### src/rtl/cache_mem_arbiter_pkg.sv
// rtl/cache_mem_arbiter_pkg.sv - shared types for the cache-to-memory arbiter
package rv32i_types;

    localparam int CACHELINE_W = 256;

    typedef enum logic [1:0] {
        ARB_IDLE    = 2'd0,
        ARB_SERVE_I = 2'd1,
        ARB_SERVE_D = 2'd2
    } arb_state_t;

    typedef struct packed {
        logic [31:0]            addr;
        logic                   write;
        logic [CACHELINE_W-1:0] wdata;
    } arb_req_t;

    function automatic logic [31:0] line_align(input logic [31:0] a);
        return a & 32'hFFFF_FFE0;
    endfunction

endpackage

### src/rtl/cache_mem_arbiter_if.sv
// rtl/cache_mem_arbiter_if.sv - cache-side and memory-side signals of the arbiter
interface cache_mem_arbiter_if;
    import rv32i_types::*;

    logic [31:0]            i_addr;
    logic                   i_read;
    logic [CACHELINE_W-1:0] i_rdata;
    logic                   i_resp;

    logic [31:0]            d_addr;
    logic                   d_read;
    logic                   d_write;
    logic [CACHELINE_W-1:0] d_wdata;
    logic [CACHELINE_W-1:0] d_rdata;
    logic                   d_resp;

    logic [31:0]            mem_addr;
    logic                   mem_read;
    logic                   mem_write;
    logic [CACHELINE_W-1:0] mem_wdata;
    logic [CACHELINE_W-1:0] mem_rdata;
    logic                   mem_resp;

    modport slave (
        input  i_addr, i_read, d_addr, d_read, d_write, d_wdata, mem_rdata, mem_resp,
        output i_rdata, i_resp, d_rdata, d_resp, mem_addr, mem_read, mem_write, mem_wdata
    );

    modport master (
        output i_addr, i_read, d_addr, d_read, d_write, d_wdata, mem_rdata, mem_resp,
        input  i_rdata, i_resp, d_rdata, d_resp, mem_addr, mem_read, mem_write, mem_wdata
    );

endinterface

### src/rtl/cache_mem_arbiter_rr_pick2.sv
// rtl/cache_mem_arbiter_rr_pick2.sv - combinational two-way round-robin picker
module rr_pick2 (
    input  logic [1:0] req,
    input  logic       last,
    output logic [1:0] gnt,
    output logic       valid
);

    // On a tie the side that was not granted last wins; last=1 means req[1] won last.
    always_comb begin
        gnt = 2'b00;
        case (req)
            2'b01:   gnt = 2'b01;
            2'b10:   gnt = 2'b10;
            2'b11:   gnt = last ? 2'b01 : 2'b10;
            default: gnt = 2'b00;
        endcase
    end

    assign valid = |req;

endmodule

### src/rtl/cache_mem_arbiter.sv
// rtl/cache_mem_arbiter.sv - shares one cacheline memory port between icache and dcache
module cache_mem_arbiter
    import rv32i_types::*;
(
    input  logic                clk,
    input  logic                rst,
    cache_mem_arbiter_if.slave  bus
);

    arb_state_t r_state;
    logic       r_last_grant;   // 1 = dcache granted last
    arb_req_t   r_req;

    logic [1:0] w_req;
    logic [1:0] w_gnt;
    logic       w_valid;
    logic       w_busy;

    assign w_req = {bus.d_read | bus.d_write, bus.i_read};

    rr_pick2 u_pick (
        .req   (w_req),
        .last  (r_last_grant),
        .gnt   (w_gnt),
        .valid (w_valid)
    );

    always_ff @(posedge clk) begin
        if (rst) begin
            r_state      <= ARB_IDLE;
            r_last_grant <= 1'b1;
            r_req        <= '0;
        end else begin
            case (r_state)
                ARB_IDLE: begin
                    if (w_valid) begin
                        if (w_gnt[0]) begin
                            r_state      <= ARB_SERVE_I;
                            r_last_grant <= 1'b0;
                            r_req.addr   <= line_align(bus.i_addr);
                            r_req.write  <= 1'b0;
                            r_req.wdata  <= '0;
                        end else begin
                            // read+write together is illegal upstream; the write wins
                            r_state      <= ARB_SERVE_D;
                            r_last_grant <= 1'b1;
                            r_req.addr   <= line_align(bus.d_addr);
                            r_req.write  <= bus.d_write;
                            r_req.wdata  <= bus.d_write ? bus.d_wdata : '0;
                        end
                    end
                end
                ARB_SERVE_I, ARB_SERVE_D: begin
                    if (bus.mem_resp) r_state <= ARB_IDLE;
                end
                default: r_state <= ARB_IDLE;
            endcase
        end
    end

    assign w_busy        = (r_state != ARB_IDLE);
    assign bus.mem_addr  = r_req.addr;
    assign bus.mem_wdata = r_req.wdata;
    assign bus.mem_read  = w_busy & ~r_req.write;
    assign bus.mem_write = w_busy & r_req.write;

    assign bus.i_resp  = (r_state == ARB_SERVE_I) & bus.mem_resp;
    assign bus.d_resp  = (r_state == ARB_SERVE_D) & bus.mem_resp;
    assign bus.i_rdata = bus.mem_rdata;
    assign bus.d_rdata = bus.mem_rdata;

endmodule

### src/flat_wrapper.sv
// flat-port wrapper written by rule: the top's interface ports become plain ports
module cache_mem_arbiter_flat import rv32i_types::*;
  (clk, rst, bus_i_addr, bus_i_read, bus_d_addr, bus_d_read, bus_d_write, bus_d_wdata, bus_mem_rdata, bus_mem_resp, bus_i_rdata, bus_i_resp, bus_d_rdata, bus_d_resp, bus_mem_addr, bus_mem_read, bus_mem_write, bus_mem_wdata);
  cache_mem_arbiter_if bus_i ();
  input  logic clk;
  input  logic rst;
  input wire logic [$bits(bus_i.i_addr)-1:0] bus_i_addr;
  input wire logic [$bits(bus_i.i_read)-1:0] bus_i_read;
  input wire logic [$bits(bus_i.d_addr)-1:0] bus_d_addr;
  input wire logic [$bits(bus_i.d_read)-1:0] bus_d_read;
  input wire logic [$bits(bus_i.d_write)-1:0] bus_d_write;
  input wire logic [$bits(bus_i.d_wdata)-1:0] bus_d_wdata;
  input wire logic [$bits(bus_i.mem_rdata)-1:0] bus_mem_rdata;
  input wire logic [$bits(bus_i.mem_resp)-1:0] bus_mem_resp;
  output wire logic [$bits(bus_i.i_rdata)-1:0] bus_i_rdata;
  output wire logic [$bits(bus_i.i_resp)-1:0] bus_i_resp;
  output wire logic [$bits(bus_i.d_rdata)-1:0] bus_d_rdata;
  output wire logic [$bits(bus_i.d_resp)-1:0] bus_d_resp;
  output wire logic [$bits(bus_i.mem_addr)-1:0] bus_mem_addr;
  output wire logic [$bits(bus_i.mem_read)-1:0] bus_mem_read;
  output wire logic [$bits(bus_i.mem_write)-1:0] bus_mem_write;
  output wire logic [$bits(bus_i.mem_wdata)-1:0] bus_mem_wdata;
  assign bus_i.i_addr = bus_i_addr;
  assign bus_i.i_read = bus_i_read;
  assign bus_i.d_addr = bus_d_addr;
  assign bus_i.d_read = bus_d_read;
  assign bus_i.d_write = bus_d_write;
  assign bus_i.d_wdata = bus_d_wdata;
  assign bus_i.mem_rdata = bus_mem_rdata;
  assign bus_i.mem_resp = bus_mem_resp;
  assign bus_i_rdata = bus_i.i_rdata;
  assign bus_i_resp = bus_i.i_resp;
  assign bus_d_rdata = bus_i.d_rdata;
  assign bus_d_resp = bus_i.d_resp;
  assign bus_mem_addr = bus_i.mem_addr;
  assign bus_mem_read = bus_i.mem_read;
  assign bus_mem_write = bus_i.mem_write;
  assign bus_mem_wdata = bus_i.mem_wdata;
  cache_mem_arbiter u_core (.clk(clk), .rst(rst), .bus(bus_i));
endmodule
### config.mk
export PLATFORM = sky130hd
export DESIGN_NAME = cache_mem_arbiter_flat
export DESIGN_NICKNAME = d
export VERILOG_FILES = /design/src/rtl/cache_mem_arbiter_pkg.sv /design/src/rtl/cache_mem_arbiter_if.sv /design/src/rtl/cache_mem_arbiter_rr_pick2.sv /design/src/rtl/cache_mem_arbiter.sv /design/src/flat_wrapper.sv
export SDC_FILE = /design/constraint.sdc
export NUM_CORES = 1
export LEC_CHECK = 0
export CORE_AREA = 2 2 545 547
export DETAILED_ROUTE_END_ITERATION = 7
export DIE_AREA = 0 0 547 549
export HOLD_SLACK_MARGIN = 0.12
export PLACE_DENSITY = 0.3
export SLEW_MARGIN = 20
export SYNTH_ARGS = -nofsm -noshare
export SYNTH_HDL_FRONTEND = slang
export SYNTH_SLANG_ARGS = --single-unit
export TNS_END_PERCENT = 20
### constraint.sdc
create_clock -name clk -period 2.3 [get_ports clk]
set_input_delay 0.23 -clock clk [delete_from_list [all_inputs] [get_ports clk]]
set_output_delay 0.23 -clock clk [all_outputs]
set_load 0.03 [all_outputs]
; ---- After elaboration in Yosys (flattened, before gate mapping)
; Index checks and enable logic that the tools add are counted.
[word_totals]
input_bits = 582
reg_bits = 292
word_cells = 33
[classes]
n_eq_ne = 7
bitwise_logic = 6
mux = 9
n_reduce_logical = 6
[ops]
columns = op, count
row1 = two-way mux 289 bit, 1
row2 = two-way mux 256 bit, 1
row3 = "== test 2 bit, second input constant", 3
row4 = two-way mux 2 bit, 3
row5 = bitwise AND 1 bit, 4
row6 = "== test 2 x 1 -> 1 bit, second input constant", 2
row7 = "inequality test 2 bit, second input constant", 2
row8 = case mux 2 bit (2 select lines), 1
row9 = AND reduction 2 bit, 2
row10 = OR reduction 2 bit, 2
row11 = case mux 1 bit (3 select lines), 1
row12 = zero test 2 bit, 1
row13 = two-way mux 1 bit, 2
row14 = nonzero test 2 bit, 1
row15 = inverter 1 bit, 1
row16 = OR 1 bit, 1

; ---- Logic depth before layout (Yosys ltp)
[depth]
word_depth = 6
ltp_mapped = 9
depth_no_buf = 5

; ---- By module
; A second synthesis with hierarchy kept.
[hier_totals]
hier_cells = 1527
hier_area_um2 = 15094.5
[modules_own_cells]
columns = mod, instances, area_per_inst_um2, cells_per_inst
row1 = cache_mem_arbiter, 1, 15069.5, 1523
row2 = rr_pick2, 1, 25.0, 4

; ---- Worst setup path before layout
; No wires, ideal clock.
[synth_path]
kind = reg2reg
from = register u_core.r_state[0]
to = register u_core.r_req (netlist bit u_core.bus.mem_wdata[188])
path_slack_ps = 672
path_buffers = 4
setup_ps = 128
stages_incl_launch_ff = 10
synth_period_minus_slack_ps = 1628
arrival_time_ps = 1500
cell_sequence = dfxtp_1 -> inv_1 -> ha_1 -> buf_2 -> and2_1 -> clkbuf_2 -> buf_2 -> buf_2 -> a32oi_1 -> nor2_1
[synth_between]
elab_chain_cells = 2
[synth_rtl]
columns = item, line
row1 = start: declaration, cache_mem_arbiter.sv:10  ; arb_state_t r_state;
row2 = start signal: assignment, cache_mem_arbiter.sv:30  ; r_state <= ARB_IDLE;
row3 = start signal: assignment, cache_mem_arbiter.sv:38  ; r_state <= ARB_SERVE_I;
row4 = start signal: assignment, cache_mem_arbiter.sv:45  ; r_state <= ARB_SERVE_D;
row5 = zero test 2 bit, cache_mem_arbiter.sv:34  ; case (r_state)
row6 = AND reduction 2 bit (no source line), n/a
row7 = end: declaration, cache_mem_arbiter.sv:12  ; arb_req_t r_req;
; No other way between the ends.
; A chain may end at the register's enable or synchronous reset.

; ---- Worst setup path in the final report
[layout_path]
from = register u_core.r_req (netlist bit u_core.bus.mem_addr[6])
to = output port bus_mem_addr[6]
[layout_rtl]
columns = item, line
row1 = end: declaration, flat_wrapper.sv:19  ; output wire logic [$bits(bus_i.mem_addr)-1:0] bus_mem_addr;
; No word-level cell between the ends.

==> metrics.txt <==
Final Max Tran Viols 0; post-synthesis sequential area ratio 35.0%; Synth Cell Area 16400 um^2; Int Power 11600 uW; layout cells sized above 1 10.5%; ratio of final minimum period to clock period 94.7%; CORE AREA 295000 um^2; Logic pwr share 30.9%; drt first-iter violations 667; Clock Skew 23.8 ps; CTS tree done; P_leak 0.00746 uW; max cap viols 0; FF-to-FF path depth 7; die span in y 549 um; slowest CP cell clkdlybuf4s50_1; DIE AREA 300000 um^2; Buf/Inv on CP 1; Final Setup Violations 0; achievable frequency 459 MHz; final worst path period need 2180 ps; Setup Total Neg Slack 0 ps; post-place setup slack 30.6 ps; WP depth 1; crit start category flop; clk sinks 287; # H-tree levels 2; initial antenna violation count 86; Sw Ratio 37.4%; Power Density 771 nW/um^2; CP endpoint bus_mem_addr[6]; Required @ worst endpoint 2070 ps; clk_lat worst skew 660 ps; worst-margin pin slew 756 ps; num rows 200; clk root buf clkbuf_16; TritonRoute pass-1 iters 5; Sequential Power Share 30.8%; relative slew slack 49.8%; Remaining DRCs 0; worst-path fanout max 2; flops & latches, synth 287; VDD IR-drop max 0.000493 V; routability cong. 0.737; Synth warnings 0; detailed-route via count 13100; Horiz. Die Dim 547 um; unrepaired setup endpoints after global routing false; WL per Instance 25.4 um; worst path cell trace clkdlybuf4s50_1; area grow syn2layout 46.8%; number of CTS-inserted buffers 45; vias in the first global route 13200; reg2reg setup slack 260 ps; total grt overflow 0; vias per cell 2.28; Final ANT Viol Nets 0; slowest stage delay, CP 930 ps; library cells used by synthesis 29; Syn Area/Cell 8.75 um^2; Worst path top cell family by delay buffers and inverters; cell count of the worst hold path 3; Crit Path Class reg2out; first-pass GRT wire length 177 mm; Nets 2357; largest net degree at the start of global routing 63; Final WS setup 121 ps; status complete, no violations; Starting Density 5.56%; Worst R2R End u_core.bus.mem_wdata[226]; RR Startpoint u_core.r_state[0]; Worst Path Arrival 1950 ps; clock-pin slew on the worst setup and hold paths 50 ps; worst min-delay path class in2reg; Critical Path End Type output pin; HPWL Detailed 125 mm; Gate Count Post-Synth 1874; drt total wl 146 mm; CTS max path bufs 3; Critical Path Start u_core.bus.mem_addr[6]; Sw Pwr 6940 uW; Final Hold Fails 0; Clock power frac 38.4%; Port Buffers 602; GRT Resource Usage Total 9.35%; I/O Pins 1386
-- worst min-delay path by stage --
stage	slack [ps]	from	end
2_1_floorplan	400	bus_d_wdata[0]	u_core.bus.mem_wdata[0]
3_3_place_gp	460	bus_mem_rdata[101]	bus_d_rdata[101]
3_5_place_dp	460	bus_mem_rdata[101]	bus_d_rdata[101]
4_1_cts	120	bus_d_wdata[129]	u_core.bus.mem_wdata[129]
5_1_grt	160	bus_d_wdata[115]	u_core.bus.mem_wdata[115]
6_report	220	bus_d_wdata[32]	u_core.bus.mem_wdata[32]
-- cell type report --
| cell class | count | area [um^2] |
|---|---|---|
| diodes | 9 | 22.5 |
| clock buffers | 65 | 1280 |
| clock inverters | 13 | 151 |
| fillers | 34300 | 271000 |
| inverters | 3 | 11.3 |
| multi-input cells | 652 | 4050 |
| flip-flops and latches | 287 | 5750 |
| well taps | 3939 | 4930 |
| repair buffers | 783 | 7880 |
-- cell families (layout without fill, tap and decap cells) --
family | count (synthesis) | count (layout) | synth area share (%)
compound gates | 320 | 320 | 16.5
simple gates | 324 | 324 | 7.77
other cells | 1 | 14 | 0.0229
flops | 287 | 287 | 35.0
buf+inv | 939 | 864 | 40.4
fa+ha+maj | 3 | 3 | 0.229
-- registers in the layout, indices dropped and copies added (netlist names) --
signal and cells:
u_core.bus.mem_addr 27, u_core.bus.mem_wdata 256, u_core.r_last_grant 1, u_core.r_req 1, u_core.r_state 2
-- metrics by stage --
step / power, uW / utilization (%) / instances / area, um^2 / hold slack (ps)
2_1_floorplan: 10500 / - / 1878 / 16400 / 396
3_3_place_gp: 11500 / 7.23 / 5536 / 21300 / 460
3_5_place_dp: 11500 / 7.23 / 5536 / 21300 / 460
4_1_cts: 19200 / 8.15 / 5742 / 24000 / 120
5_1_grt: 19700 / 8.15 / 5742 / 24100 / 163
6_report: 18600 / 8.16 / 5751 / 24100 / 217
-- routing by layer --
metal,vias up,wire (um),global-route usage [%],part of all wire (%)
met4,6,7390,3.91,5.1
met2,1154,62000,14.1,42
met3,399,31600,9.18,22
met5,-,73,0.0950,0.050
li1,5496,-,-,-
met1,6077,45000,8.38,31
-- cells in the mapped netlist --
library cell | number | area share, %
buf_4 | 802 | 37
a32oi_1 | 256 | 14
nor2_1 | 286 | 6.5
a21boi_0 | 1 | 0.046
a211o_1 | 1 | 0.053
buf_2 | 71 | 2.2
o21bai_1 | 1 | 0.046
a311oi_1 | 27 | 1.4
nor2b_1 | 1 | 0.038
buf_1 | 2 | 0.046
and2_1 | 3 | 0.11
o31a_1 | 1 | 0.053
inv_1 | 3 | 0.069
a22oi_1 | 1 | 0.046
dfxtp_1 | 287 | 35
nand2_1 | 2 | 0.046
o21ai_0 | 27 | 0.82
ha_1 | 3 | 0.23
o21ba_1 | 1 | 0.061
o31ai_4 | 1 | 0.13
nand3b_1 | 2 | 0.092
clkbuf_2 | 3 | 0.092
a21oi_1 | 1 | 0.030
o32ai_1 | 2 | 0.11
nand3_1 | 27 | 0.82
clkbuf_1 | 58 | 1.3
conb_1 | 1 | 0.023
nor3_1 | 1 | 0.030
nand2b_1 | 2 | 0.076
-- power groups by stage --
| stage | registers [uW] | logic [uW] | clock network [uW] |
|---|---|---|---|
| 5_1_grt | 5770 | 6200 | 7690 |
| 3_5_place_dp | 5810 | 5670 | 0 |
| 4_1_cts | 5720 | 5900 | 7620 |
| 2_1_floorplan | 5680 | 4810 | 0 |
| 3_3_place_gp | 5810 | 5700 | 0 |
| 6_report | 5710 | 5730 | 7130 |
-- what timing repair did --
action	CTS	global route
hold endpoints to repair	154	0
resized for setup	10	7
setup endpoints to repair	10	7
hold buffers	128	0
buffers inserted	0	0
-- layout by cell type, fill, tap and decap left out, types with 5 or more instances in the layout --
cell,instances
o21ai_0,27
dlygate4sd3_1,128
a32oi_1,256
diode_2,9
clkbuf_1,12
dfxtp_1,287
nor2_1,286
a311oi_1,27
buf_12,26
clkdlybuf4s50_1,521
nand3_1,27
dlymetal6s2s_1,6
clkbuf_16,45
buf_4,90
conb_1,5
dlygate4sd2_1,10
clkbuf_8,8
No activity file was read; power rests on OpenSTA's default activity.
